`config.mk`:
```
export PLATFORM = sky130hd
export DESIGN_NAME = priority_controller
export DESIGN_NICKNAME = d
export VERILOG_FILES = /design/src/rtl/priority_controller.sv
export SDC_FILE = /design/constraint.sdc
export NUM_CORES = 1
export LEC_CHECK = 0
export ABC_AREA = 1
export CAP_MARGIN = 20
export CORE_UTILIZATION = 50
export DETAILED_ROUTE_END_ITERATION = 10
export PLACE_DENSITY_LB_ADDON = 0.1
export SYNTH_ARGS = -nofsm -noshare
export SYNTH_HDL_FRONTEND = slang
export SYNTH_SLANG_ARGS = --single-unit
export TNS_END_PERCENT = 20
```
`constraint.sdc`:
```
create_clock -name clk -period 0.8 [get_ports clk]
set_input_delay 0.12 -clock clk [delete_from_list [all_inputs] [get_ports clk]]
set_output_delay 0.12 -clock clk [all_outputs]
set_load 0.03 [all_outputs]
```
`src/rtl/priority_controller.sv`:
```
// Two-lift hall-call dispatcher: classifies each lift against the request and
// registers the winning lift one clock after a valid request is sampled.
module priority_controller #(
  parameter int FLOOR_W = 3
) (
  input  logic               clk,
  input  logic               rst_n,
  input  logic [FLOOR_W-1:0] curr_floor_L1,
  input  logic [FLOOR_W-1:0] dest_floor_L1,
  input  logic [FLOOR_W-1:0] curr_floor_L2,
  input  logic [FLOOR_W-1:0] dest_floor_L2,
  input  logic [FLOOR_W-1:0] req_floor,
  input  logic               req_direction,
  input  logic               req_valid,
  output logic [1:0]         selected_lift,
  output logic               sel_valid
);

  // Enum order doubles as the priority rank: lower value wins.
  typedef enum logic [1:0] {
    EN_ROUTE = 2'd0,
    IDLE     = 2'd1,
    OTHER    = 2'd2
  } lift_class_t;

  localparam logic [1:0] LIFT_NONE = 2'b00;
  localparam logic [1:0] LIFT_1    = 2'b01;
  localparam logic [1:0] LIFT_2    = 2'b10;

  function automatic lift_class_t classify(
    input logic [FLOOR_W-1:0] curr,
    input logic [FLOOR_W-1:0] dest,
    input logic [FLOOR_W-1:0] req,
    input logic               up
  );
    lift_class_t cls;
    cls = OTHER;
    if (dest == curr)
      cls = IDLE;
    else if (up && (dest > curr) && (curr <= req) && (req <= dest))
      cls = EN_ROUTE;
    else if (!up && (dest < curr) && (dest <= req) && (req <= curr))
      cls = EN_ROUTE;
    return cls;
  endfunction

  function automatic logic [FLOOR_W-1:0] abs_diff(
    input logic [FLOOR_W-1:0] a,
    input logic [FLOOR_W-1:0] b
  );
    return (a >= b) ? (a - b) : (b - a);
  endfunction

  lift_class_t        cls_l1, cls_l2;
  logic [FLOOR_W-1:0] dist_l1, dist_l2, over_l1, over_l2;
  logic               pick_l2;
  logic [1:0]         lift_p0;

  always_comb begin
    cls_l1  = classify(curr_floor_L1, dest_floor_L1, req_floor, req_direction);
    cls_l2  = classify(curr_floor_L2, dest_floor_L2, req_floor, req_direction);
    dist_l1 = abs_diff(curr_floor_L1, req_floor);
    dist_l2 = abs_diff(curr_floor_L2, req_floor);
    over_l1 = abs_diff(dest_floor_L1, req_floor);
    over_l2 = abs_diff(dest_floor_L2, req_floor);

    // Lift 2 must strictly beat Lift 1; every full tie stays with Lift 1.
    pick_l2 = 1'b0;
    if (cls_l2 < cls_l1)
      pick_l2 = 1'b1;
    else if (cls_l2 == cls_l1) begin
      if (cls_l1 == EN_ROUTE)
        pick_l2 = (over_l2 < over_l1);
      else
        pick_l2 = (dist_l2 < dist_l1);
    end

    lift_p0 = pick_l2 ? LIFT_2 : LIFT_1;
  end

  // Decision register: output stage, cleared whenever no request is sampled.
  always_ff @(posedge clk or negedge rst_n) begin
    if (!rst_n) begin
      selected_lift <= LIFT_NONE;
      sel_valid     <= 1'b0;
    end else if (req_valid) begin
      selected_lift <= lift_p0;
      sel_valid     <= 1'b1;
    end else begin
      selected_lift <= LIFT_NONE;
      sel_valid     <= 1'b0;
    end
  end

endmodule

```
==> run summary, run 1 <==
Yosys printed 0 warnings. The post-synthesis sequential area ratio is 5.613%. The die span in y came out at 53.72 um. The cell area that synthesis handed to floorplanning was 1338 um^2.

The CTS H-tree depth came out at 1. The count of input and output buffers works out to 21. The root cell of the clock tree is sky130_fd_sc_hd__clkbuf_4.

Counting tap cells, the placed design contains a total of 279 instances. The final weighted congestion in routability-driven placement was 0.9096; the number of distinct library cells after synthesis was 25. The row count was 18; the post-placement cell area was 1976 um^2. 22 I/O pins were placed. The number of clock buffers added by TritonCTS is 3.

The logs give -1.985 ns for the worst slack at placement and 53.50% for the initial standard-cell utilization of the core. The flow stopped in 5_1_grt. The tool reported: "[ERROR DPL-0038] Utilization greater than 100%, impossible to legalize". The tools report the maximum number of pins on one net before global-route repair as 8.

The tools report the hold-fix buffer count after cts as 0. After global-route timing repair, the worst endpoint was selected_lift[0]$_DFF_PN0_/D. Mean post-synth cell area: 7.390 um^2.

The final HPWL from detailed placement was 3201 um. The number of buffers on the longest clock path is 2. After technology mapping, the gate count stands at 181.

The total of flip-flops plus latches after synthesis works out to 3. The run stopped with a tool error. The tools report the synthesized netlist net count as 244. After the last repair the worst path ends at a register data pin.

In this run the horizontal extent of the chip is 53.72 um. The run gives 3 as the number of clock sinks.
==> Yosys cell counts <==
cell / n / share of area [%]
sky130_fd_sc_hd__a21oi_1: 14 / 5.2
sky130_fd_sc_hd__a21oi_2: 1 / 0.65
sky130_fd_sc_hd__clkinv_1: 1 / 0.28
sky130_fd_sc_hd__clkinv_2: 1 / 0.37
sky130_fd_sc_hd__dfrtp_1: 3 / 5.6
sky130_fd_sc_hd__fa_1: 8 / 12
sky130_fd_sc_hd__ha_1: 36 / 34
sky130_fd_sc_hd__inv_1: 36 / 10
sky130_fd_sc_hd__mux2_1: 1 / 0.84
sky130_fd_sc_hd__mux2_2: 1 / 0.84
sky130_fd_sc_hd__mux2i_1: 2 / 1.5
sky130_fd_sc_hd__nand2_1: 36 / 10
sky130_fd_sc_hd__nand2_2: 4 / 1.9
sky130_fd_sc_hd__nand3_1: 12 / 4.5
sky130_fd_sc_hd__nand3_2: 3 / 2.2
sky130_fd_sc_hd__nor2_1: 6 / 1.7
sky130_fd_sc_hd__nor2_2: 1 / 0.47
sky130_fd_sc_hd__nor3_1: 1 / 0.37
sky130_fd_sc_hd__nor3_2: 2 / 1.5
sky130_fd_sc_hd__o211ai_1: 2 / 1.1
sky130_fd_sc_hd__o21ai_0: 4 / 1.5
sky130_fd_sc_hd__o21ai_1: 1 / 0.37
sky130_fd_sc_hd__o21bai_1: 1 / 0.56
sky130_fd_sc_hd__xnor2_1: 2 / 1.3
sky130_fd_sc_hd__xor2_1: 2 / 1.3
==> repair_timing <==
action | CTS
gates cloned | 0
setup endpoints to repair | 5
pin swaps | 36
buffers inserted | 12
gates resized for setup | 101
==> metrics by stage <==
stage                     setup TNS [ns]  util (%)
after global placement            -3.659     79.03
after detailed placement          -3.929     79.03
after floorplan                   -2.289         -
after CTS                         -2.583     93.34
==> kinds of logic after synthesis <==
family	count (synthesis)	share of synthesized area (%)
muxes	4	3.180
DFF	3	5.613
xor gates and xnor gates	4	2.620
buffers and inverters	38	10.76
adders and majority gates	44	45.65
and+or+nand+nor	65	22.73
AOI/OAI and AO/OA	23	9.448
==> run 2: changes to the inputs <==
- CORE_UTILIZATION: 50 -> 35
- PLACE_DENSITY_LB_ADDON: 0.1 -> 0.15
==> run 2 against run 1 <==
  * Synthesized cell count did not move
  * The flow now finishes, with violations (setup timing)
  * Area after synthesis did not move
==> run summary, run 2 <==
The area share of the leading cell type in the synthesized netlist was 33.68% (unchanged). Clock-pin slew was measured on the worst setup and hold paths at 0.03 ns. CTS placed an instance of sky130_fd_sc_hd__clkbuf_8 at the clock tree root. In this run the worst hold path is classified as in2async.

The run gives 300 (+7.5%) as the number of cells after detailed placement. The die width is 63.82 um (+19%). The synthesized netlist net count is 244 (unchanged). The number of distinct library cells after synthesis was 25 (unchanged).

For the post-synthesis sequential area ratio, the log shows 5.613% (unchanged). The data arrival time of the critical path came out at 2.17 ns. The largest register by flop count was selected_lift. The run gives 4 as the number of iterations in the first detailed-routing pass. For this design the ratio of total power to cell area is 1092 nW/um^2. The tools report the number of clock sinks as 3 (unchanged). Setup TNS: -2.622 ns. The first routing iteration left 58 violations. The number of buffers on the longest clock path was 2 (unchanged).

The die span in y is 63.82 um (+19%), and the overall die area is 4073 um^2. The total standard cell area after synthesis is 1338 um^2 (unchanged). The critical path is of the in2reg type.

TritonCTS built the clock tree. At the pin with the least slew margin, the transition time is 0.2389 ns. For this run, design rule violations remaining after detail routing come to 0.

Ranked by instance count, the synthesized netlist is headed by sky130_fd_sc_hd__ha_1, sky130_fd_sc_hd__inv_1, sky130_fd_sc_hd__nand2_1. For the final HPWL from detailed placement, the log shows 2992 um (-6.5%). The largest total area in the synthesized netlist belongs to sky130_fd_sc_hd__ha_1. The fill cell total of the finished layout is 328.

The smallest clock period supported by the final layout is computed as 2.072 ns. The register with the most flip-flops in the layout has 2 of them. The total of flip-flops plus latches after synthesis was 3 (unchanged); the routed via count divided by cell count was 4.619. The tools report the count of final max-slew check failures as 0. By area the synthesized netlist is led by sky130_fd_sc_hd__ha_1, sky130_fd_sc_hd__fa_1, sky130_fd_sc_hd__inv_1, sky130_fd_sc_hd__nand2_1, sky130_fd_sc_hd__dfrtp_1. The critical path data required time was 0.90 ns; the count of input and output buffers was 21 (unchanged). Timing would allow up to 482.7 MHz. The run gives 2633 uW as the final total power.

The post-route netlist has 48.16% of its cells at a drive strength greater than 1. The final route contains 1478 vias. The number of primary I/O pins was 22 (unchanged).

The mean post-synth cell area works out to 7.390 um^2 (unchanged). The worst setup margin came out at -1.272 ns. The critical path startpoint category was an input port. The top cell types in the final layout, fill and taps aside, are sky130_fd_sc_hd__buf_4, sky130_fd_sc_hd__nand2_1, sky130_fd_sc_hd__inv_1, sky130_fd_sc_hd__ha_1, sky130_fd_sc_hd__nand3_1. The multi-input combinational cells in the finished layout cover a total of 1334 um^2.

The maximum number of pins on one net before global-route repair was 9; the post-detailed-route wirelength per cell was 12.28 um. The largest registers in the layout are selected_lift: 2 flops, sel_valid: 1 flops. The tools report the CTS H-tree depth as 1 (unchanged). Leaving out fill and tap cells, the most frequent cell in the layout is sky130_fd_sc_hd__buf_4.

The run gives 0 as the total of max-cap violations. The max-slew headroom at the worst pin is 83.91%. The CTS buffer count came out at 3 (unchanged). The tools report the worst slack at placement as -1.965 ns (+0.01927 ns). The net count of the finished layout is 336.

Once layout is complete, the cells apart from fillers number 320. The worst setup path is captured at a flip-flop. The share of the clock period used by the worst path after layout is 258.9%, and the hold-fix buffer count after cts is 0 (unchanged). The remaining number of nets flagged by the antenna check after routing was 0; the static power due to leakage was 0.001263 uW. The first global-routing pass estimated 6382 um of wire.

The total global-route track usage was 20.20%; the final number of setup-violating endpoints was 5. The async set-or-reset flop fraction in the synthesized netlist is 100.0% (unchanged). The number of synthesized flops with an enable pin works out to 0 (unchanged). The row count is 22 (+4).

The flow ran to the end, but the final reports show violations. Registers take 75.07 um^2. The number of warnings issued by yosys was 0 (unchanged). The logs give 0 for the leftover overflow at the end of global routing and 0 for the final number of hold-violating endpoints. Summed over all layers, the routed wires come to 3928 um.

The run gives 0 as the initial antenna violation count. The final weighted congestion in routability-driven placement was 0.9072 (-0.26%). The initial standard-cell utilization of the core was 36.53% (-17 points); the number of antenna diodes was 0. The worst-path maximum fanout is 3.

The final reports fail on setup timing. The synthesis-to-layout area growth is 80.26%, and the post-synthesis instance total is 181 (unchanged). The run gives 590.0 uV as the worst ir drop on vdd.

Setup repair after global routing could not meet its margin everywhere. The total area inside the core boundary comes to 3661 um^2. The tools report the via count of the first global-routing pass as 1485. Most instantiated flip-flop cell in the synthesis netlist: sky130_fd_sc_hd__dfrtp_1.
-- run 2: cell counts after synthesis --
Identical to the previous run, type by type.
-- run 2: final cells by class --
class	instances	share of cell area (%)
well taps	48	2.491
flip-flops and latches	3	3.114
clock buffers	4	1.868
multi-input cells	140	55.32
repair buffers	87	30.77
inverters	38	6.435
-- run 2: critical path, cell delays in order --
cell and delay (ns):
sky130_fd_sc_hd__clkdlybuf4s15_1 0.24, sky130_fd_sc_hd__inv_2 0.07, sky130_fd_sc_hd__ha_4 0.27, sky130_fd_sc_hd__nand2_1 0.06, sky130_fd_sc_hd__nor2_1 0.20, sky130_fd_sc_hd__nor3_4 0.07, sky130_fd_sc_hd__nand2_2 0.09, sky130_fd_sc_hd__nand2_1 0.05
sky130_fd_sc_hd__nand2_1 0.09, sky130_fd_sc_hd__xor2_2 0.17, sky130_fd_sc_hd__ha_1 0.27, sky130_fd_sc_hd__a21oi_2 0.14, sky130_fd_sc_hd__nand2_1 0.07, sky130_fd_sc_hd__nand3_2 0.07, sky130_fd_sc_hd__nand3_2 0.09, sky130_fd_sc_hd__nand2_2 0.08
sky130_fd_sc_hd__nor2_2 0.03
-- run 2: path summary, 6_finish.rpt --
path / from / endpoint / slack, ns / depth (start not counted)
setup / recovery: dest_floor_L2[1] / selected_lift[0] / -1.27 / 17
hold / removal: rst_n / sel_valid / 0.08 / 1
min in group clk: req_valid / sel_valid / 0.40 / 1
max in group asynchronous: rst_n / selected_lift[0] / 0.57 / 1
-- run 2: cell families after synthesis --
| logic type | share of synthesized area, % |
|---|---|
| AOI/OAI and AO/OA | 9.448 |
| xor gates and xnor gates | 2.620 |
| adders and majority gates | 45.65 |
| buffers and inverters | 10.76 |
| DFF | 5.613 |
| muxes | 3.180 |
| and+or+nand+nor | 22.73 |
-- run 2: routing by layer --
metal / vias to the layer above / track usage (%) / routed length (um)
li1: 760 / - / -
met1: 689 / 24.08 / 1691
met2: 23 / 37.37 / 2092
met3: 6 / 2.679 / 107
met4: 0 / 5.398 / 36
met5: - / 0 / 0
-- run 2: repair_timing --
action                                  CTS  global route
pin swaps                                28            22
buffers inserted                         10             6
gates resized for setup                  76            16
endpoints found under the setup margin    5             5
gates cloned                              0             0
-- run 2: through the flow --
step	cell area, um^2	util (%)	hold slack [ns]
after detailed placement	2021	55.19	0.3136
after global routing	2411	65.86	0.09565
after CTS	2303	62.92	0.08761
final	2411	65.86	0.08488
after floorplan	1383	-	-0.1756
after global placement	2021	55.19	0.3082
-- run 2: report_power, final --
group          internal, uW  switching, uW  total, uW
logic                  1020            974       1990
clock network           340           99.8        439
registers               189           14.4        203
Power figures use the tool's default switching activity.
==> run 3: changes to the inputs <==
- CORE_MARGIN: unset -> 5
==> run 3 against run 2 <==
  * The flow still finishes with violations (setup timing)
  * Maximum frequency decreased by 3.4%
  * Cell count increased by 1.6%
  * Final area increased by 6.4%
  * Core utilization increased by 3.7 points
  * Global-route usage decreased by 3.0 points
  * Combinational power increased by 13%
  * Sequential power about the same
  * Clock power decreased by 2%
  * Setup slack got worse by 0.074 ns
  * Count of clock-buffer cells in the layout unchanged
  * Power increased by 9.1%
  * Flip-flop and latch count unchanged
  * Largest cell class unchanged
  * Highest routed layer unchanged
==> run summary, run 3 (synthesis gave the netlist of run 2 again) <==
The internal power was 1671 uW (+8.2%); the net load switching power was 1203 uW (+11%). The combined buffer and inverter count along the critical path is 4 (+2), and the initial standard-cell utilization of the core is 36.26% (-0.27 points). CTS placed an instance of sky130_fd_sc_hd__clkbuf_8 at the clock tree root. The critical path goes through buf_8, buf_8, buf_12, ha_4, nand2_2, nor2_4, nor3_4, buf_4, nand3_2, nand2_2, xor2_2, ha_1, a21oi_2, nand2_1, nand3_2, nand3_2, nand2_2, nor2_2.

The run gives 3689 um^2 (+0.75%) as the core footprint. The path class of the tightest hold or removal check is in2async. For the maximum number of pins on one net before global-route repair, the log shows 9 (unchanged). In this run the worst setup path terminates at selected_lift[0]. Leaving out fill and tap cells, the most frequent cells in the layout are sky130_fd_sc_hd__buf_4, sky130_fd_sc_hd__nand2_1, sky130_fd_sc_hd__inv_1, sky130_fd_sc_hd__ha_1, sky130_fd_sc_hd__nand2_2.

Largest incremental delay on the critical path: 0.32 ns (+0.05 ns). The number of clock sinks is 3 (unchanged). Setup repair after global routing could not meet its margin everywhere. The run gives 5158 um^2 (+27%) as the overall die area.

The worst-margin pin slew works out to 0.2179 ns (-0.02095 ns). The clock-pin slew on the worst setup and hold paths works out to 0.03 ns (about the same). The cell family contributing the most delay on the critical path is simple AND/OR/NAND/NOR gates. The number of antenna diodes was 0 (unchanged).

The CTS H-tree depth was 1 (unchanged); the die width was 71.82 um (+13%). For the remaining number of nets flagged by the antenna check after routing, the log shows 0 (unchanged). In the final layout, the registers with the most flip-flops are selected_lift: 2 flops, sel_valid: 1 flops. The count of final max-slew check failures is 0 (unchanged). The time the worst path needs with I/O delays and setup was 2.145 ns (+0.07364 ns).

Counting flops per register, the top entry is selected_lift. The cell type of the slowest stage on the worst timing path was sky130_fd_sc_hd__ha_1. The number of flip-flops in the largest register is 2 (unchanged), and the clock group share of total power is 15.0% (-1.7 points). The share of cells above drive strength 1 was 55.60% (+7.4 points). The logs give 22 (unchanged) for the row count and 85.32% (+1.4 points) for the max-slew headroom at the worst pin. The via count of the first global-routing pass is 1737 (+17%). The worst setup path is of the in2reg kind. The number of iterations in the first detailed-routing pass is 4 (unchanged). The worst setup margin is -1.345 ns (-0.07364 ns), and the total of max-cap violations is 0 (unchanged).

The tools report the setup TNS as -2.739 ns (-0.1162 ns). The run gives 0.90 ns (about the same) as the critical path data required time. Number of primary I/O pins: 22 (unchanged).

The total power per unit cell area was 1120 nW/um^2 (+2.6%); the number of DRC markers after the initial detailed-route iteration was 26 (-55%). The switching part of the total is 41.85% (+0.53 points), and the final hold slack is 0.09098 ns (+0.006097 ns). The tools report the hold-fix buffer count after cts as 0 (unchanged).

The CTS buffer count was 3 (unchanged); the instance count on the critical path was 18 (+1). The most critical setup path has its startpoint at req_floor[1]. The initial antenna violation count was 0 (unchanged).

The net total in the final layout came out at 341 (+1.5%). The run gives 649.5 uV (+10%) as the worst ir drop on vdd. The final number of hold-violating endpoints was 0 (unchanged). The final number of setup-violating endpoints is 5 (unchanged). The logs give 4360 um (+11%) for the detailed-route wire length and 0 (unchanged) for the detailed-route DRC error count. TritonCTS built the clock tree. The tools report the critical path startpoint category as an input port. Most common cell after layout, fill and taps aside: sky130_fd_sc_hd__buf_4. The checks that failed: setup timing. Number of buffers on the longest clock path: 2 (unchanged). The share of the clock period used by the worst path after layout is 268.2% (+9.2 points). The tools report the timing-limited maximum frequency as 466.2 MHz (-3.4%). The wire length of the first global-routing pass is 7203 um (+13%), and the count of input and output buffers is 21 (unchanged). The power share of the sequential group was 7.1% (-0.6 points); the post-detailed-route wirelength per cell was 13.42 um (+9.3%). The relative contribution of combinational cells to total power is 77.9% (+2.3 points).

The routed via count divided by cell count came out at 4.640 (+0.46%). The flow ran to the end, but the final reports show violations. The die span in y is 71.82 um (+13%), and the number of vias in the routed layout is 1508 (+2.0%). The static power due to leakage was 0.001301 uW (+3.0%); the total global-route track usage was 17.24% (-3.0 points).

The final weighted congestion in routability-driven placement is 0.8262 (-8.9%), and the worst-path maximum fanout is 5 (+2). The data arrival time of the critical path is 2.24 ns (+0.07 ns), and the leftover overflow at the end of global routing is 0 (unchanged). The kind of end point of the critical path was a flip-flop. The final HPWL from detailed placement was 3173 um (+6.0%); the synthesis-to-layout area growth was 91.77%.
run 3: how the worst min path moves through the flow:
stage | startpoint | to | slack [ns] | cells after the start
floorplan | rst_n | sel_valid | -0.18 | 0
global placement | rst_n | sel_valid | 0.31 | 1
detailed placement | rst_n | selected_lift[0] | 0.31 | 1
CTS | rst_n | sel_valid | 0.09 | 1
global route | rst_n | sel_valid | 0.10 | 1
finish | rst_n | sel_valid | 0.09 | 1
run 3: layout make-up:
cell class	instances	area (um^2)
timing repair buffer	92	807.0
sequential	3	75.07
fill	292	1124
inverter	38	151.4
clock buffer	4	45.04
multi-input combinational	140	1426
tap	48	60.06
run 3: metal layers:
layer / GRT usage (%) / share of wire (%) / wire (um) / up-vias
met2: 35.92 / 58 / 2517 / 17
li1: - / - / - / 770
met4: 3.967 / 0.89 / 39 / 0
met3: 1.823 / 2.0 / 89 / 4
met1: 17.86 / 39 / 1714 / 717
met5: 0 / 0 / 0 / -
run 3: what timing repair did:
action / 4_1_cts / 5_1_grt
setup buffers: 17 / 8
setup endpoints to repair: 5 / 5
pin swaps: 33 / 27
gates cloned: 0 / 0
resized for setup: 86 / 31
run 3: power by group through the flow:
stage | sequential, uW | combinational (uW) | clock (uW)
final | 205 | 2240 | 431
after global routing | 210 | 2490 | 464
after CTS | 205 | 1950 | 438
after detailed placement | 200 | 1640 | 0
after global placement | 198 | 1590 | 0
after floorplan | 275 | 900 | 0
run 3: through the flow:
step | setup WS (ns) | cell area (um^2) | total power [uW] | util (%) | std cells
after global routing | -1.498 | 2565 | 3161 | 69.54 | 325
final | -1.345 | 2565 | 2873 | 69.54 | 325
after floorplan | -1.165 | 1383 | 1175 | - | 181
after CTS | -1.243 | 2375 | 2593 | 64.38 | 318
after global placement | -1.851 | 1998 | 1790 | 54.17 | 297
after detailed placement | -1.922 | 1998 | 1841 | 54.17 | 297
==> run 4: changes to the inputs <==
- CTS_BUF_LIST: unset -> sky130_fd_sc_hd__clkbuf_8
==> run 4 against run 3 <==
  * The flow still finishes with violations (setup timing)
  * Wire length barely moved
  * Sequential power barely moved
  * Global-route usage stayed put
  * Sequential share of layout area stayed put
  * Clock power down 3%
  * Non-clock buffer count unchanged
  * Via count unchanged
  * Count of clock-buffer cells in the layout is 1 lower
  * Setup slack better by 0.00059 ns
  * Critical path type unchanged
  * Largest power group unchanged
==> run summary, run 4 (synthesis gave the netlist of run 2 again) <==
The synthesis-to-layout area growth is 91.77% (unchanged), and the detailed-route wire length is 4361 um (about the same). The worst-margin pin slew is 0.2179 ns (unchanged). The final total power came out at 2861 uW (-0.41%).

The total of max-cap violations was 0 (unchanged); the number of clock sinks was 3 (unchanged). Number of DRC markers after the initial detailed-route iteration: 27 (+3.8%). The critical path start-end classification is in2reg. The tools report the post-placement cell area as 1998 um^2 (unchanged). Cell type of the slowest stage on the worst timing path: sky130_fd_sc_hd__ha_1. Summed area of non-filler cells in the final layout: 2565 um^2 (unchanged).

The total power per unit cell area was 1116 nW/um^2 (-0.41%). The static power due to leakage came out at 0.001305 uW (+0.32%). The total global-route track usage came out at 17.24% (unchanged).

The largest incremental delay on the critical path works out to 0.32 ns (about the same). The share of the clock period used by the worst path after layout works out to 268.1% (about the same). Kind of end point of the critical path: a flip-flop. The flow ran to the end, but the final reports show violations. The tree is rooted in a sky130_fd_sc_hd__clkbuf_8. Count of input and output buffers: 21 (unchanged). Walking the worst path, the cells encountered are buf_8, buf_8, buf_12, ha_4, nand2_2, nor2_4, nor3_4, buf_4, nand3_2, nand2_2, xor2_2, ha_1, a21oi_2, nand2_1, nand3_2, nand3_2, nand2_2, nor2_2. The die span in y was 71.82 um (unchanged). For the remaining number of nets flagged by the antenna check after routing, the log shows 0 (unchanged). Core utilization of the finished layout: 69.54% (unchanged). Number of vias in the routed layout: 1508 (unchanged). For the number of iterations in the first detailed-routing pass, the log shows 4 (unchanged). The detailed-route DRC error count is 0 (unchanged), and the final HPWL from detailed placement is 3173 um (unchanged).

The initial standard-cell utilization of the core came out at 36.26% (unchanged). The timing-limited maximum frequency is 466.3 MHz (about the same), and the worst setup margin is -1.345 ns (+0.0005900 ns). The initial antenna violation count came out at 0 (unchanged). The critical path startpoint category is an input port. The most common cell after layout, fill and taps aside is sky130_fd_sc_hd__buf_4. The time the worst path needs with I/O delays and setup came out at 2.145 ns (-0.0005900 ns). The logs give 22 (unchanged) for the row count and 0.8262 (unchanged) for the final weighted congestion in routability-driven placement. The clock-pin slew on the worst setup and hold paths is 0.03 ns (about the same). Setup repair after global routing could not meet its margin everywhere. Number of buffers on the longest clock path: 2 (unchanged). The CTS H-tree depth came out at 1 (unchanged).

TritonCTS built the clock tree. The die width is 71.82 um (unchanged). The library cells used most frequently in the layout, excluding fill and tap cells, are sky130_fd_sc_hd__buf_4, sky130_fd_sc_hd__nand2_1, sky130_fd_sc_hd__inv_1, sky130_fd_sc_hd__ha_1, sky130_fd_sc_hd__nand2_2. The largest registers in the layout are selected_lift: 2 flops, sel_valid: 1 flops. The routed via count divided by cell count was 4.640 (unchanged).

For the number of antenna diodes, the log shows 0 (unchanged). The final number of hold-violating endpoints came out at 0 (unchanged). The tools report the core footprint as 3689 um^2 (unchanged). The run gives 0 (unchanged) as the leftover overflow at the end of global routing.

The CTS buffer count is 3 (unchanged). The data arrival time of the critical path was 2.24 ns (about the same); the worst ir drop on vdd was 636.1 uV (-2.1%). The max-slew headroom at the worst pin was 85.32% (unchanged).

Counting flops per register, the top entry is selected_lift. The path class of the tightest hold or removal check is in2async. The worst-path maximum fanout is 5 (unchanged). The post-detailed-route wirelength per cell is 13.42 um (about the same), and the maximum number of pins on one net before global-route repair is 9 (unchanged).

The critical path data required time was 0.90 ns (about the same). Share of cells above drive strength 1: 55.60% (unchanged). The number of flip-flops in the largest register works out to 2 (unchanged). Wire length of the first global-routing pass: 7203 um (unchanged). The overall die area is 5158 um^2 (unchanged). The logs give 292 (unchanged) for the fill cell total of the finished layout and 341 (unchanged) for the net total in the final layout.

The logs give 5 (unchanged) for the final number of setup-violating endpoints and 22 (unchanged) for the number of primary I/O pins. The count of final max-slew check failures was 0 (unchanged). The via count of the first global-routing pass was 1737 (unchanged).

The checks that failed: setup timing.
run 4: per-stage QoR:
step | hold WS (ns) | worst slack [ns] | TNS, ns | std cells
final | 0.09098 | -1.345 | -2.739 | 325
after global placement | 0.3062 | -1.851 | -3.667 | 297
after floorplan | -0.1756 | -1.165 | -2.289 | 181
after global routing | 0.1043 | -1.497 | -3.119 | 325
after CTS | 0.09353 | -1.243 | -2.548 | 318
after detailed placement | 0.3115 | -1.922 | -3.805 | 297
run 4: per-layer routing:
layer	global-route usage, %	share of wire, %	vias up
li1	-	-	770
met1	17.86	39	717
met2	35.92	58	17
met3	1.823	2.0	4
met4	3.967	0.89	0
met5	0	0	-
run 4: critical path, delay by kind of cell:
kind,cells,cell delay [ns]
fa+ha+maj,2,0.58
simple gates,10,0.72
compound gates,1,0.14
xor+xnor,1,0.18
buf+inv,4,0.48
run 4: layout make-up:
class                           count  area (um^2)  share of cell area [%]
Clock buffer                        3        41.29                   1.610
Clock inverter                      1        3.754                  0.1463
Inverter                           38        151.4                   5.902
Multi-Input combinational cell    140         1426                   55.61
Sequential cell                     3        75.07                   2.927
Tap cell                           48        60.06                   2.341
Timing Repair Buffer               92        807.0                   31.46
run 4: worst max path at each step:
| stage | startpoint | endpoint | cells past startpoint |
|---|---|---|---|
| finish | req_floor[1] | selected_lift[0] | 18 |
| global route | req_floor[1] | selected_lift[0] | 18 |
| CTS | req_floor[1] | selected_lift[0] | 17 |
| detailed placement | req_floor[0] | selected_lift[0] | 15 |
| global placement | req_floor[0] | selected_lift[0] | 15 |
| floorplan | dest_floor_L1[1] | selected_lift[0] | 17 |
run 4: repair_timing:
item	in CTS	in global routing
gates resized for setup	86	31
setup buffers	17	8
pin swaps	33	27
endpoints found under the setup margin	5	5
hold buffers	0	0
run 4: power by group:
group | internal (uW) | switching, uW
logic | 1140 | 1090
clock network | 326 | 93.4
registers | 189 | 16.2
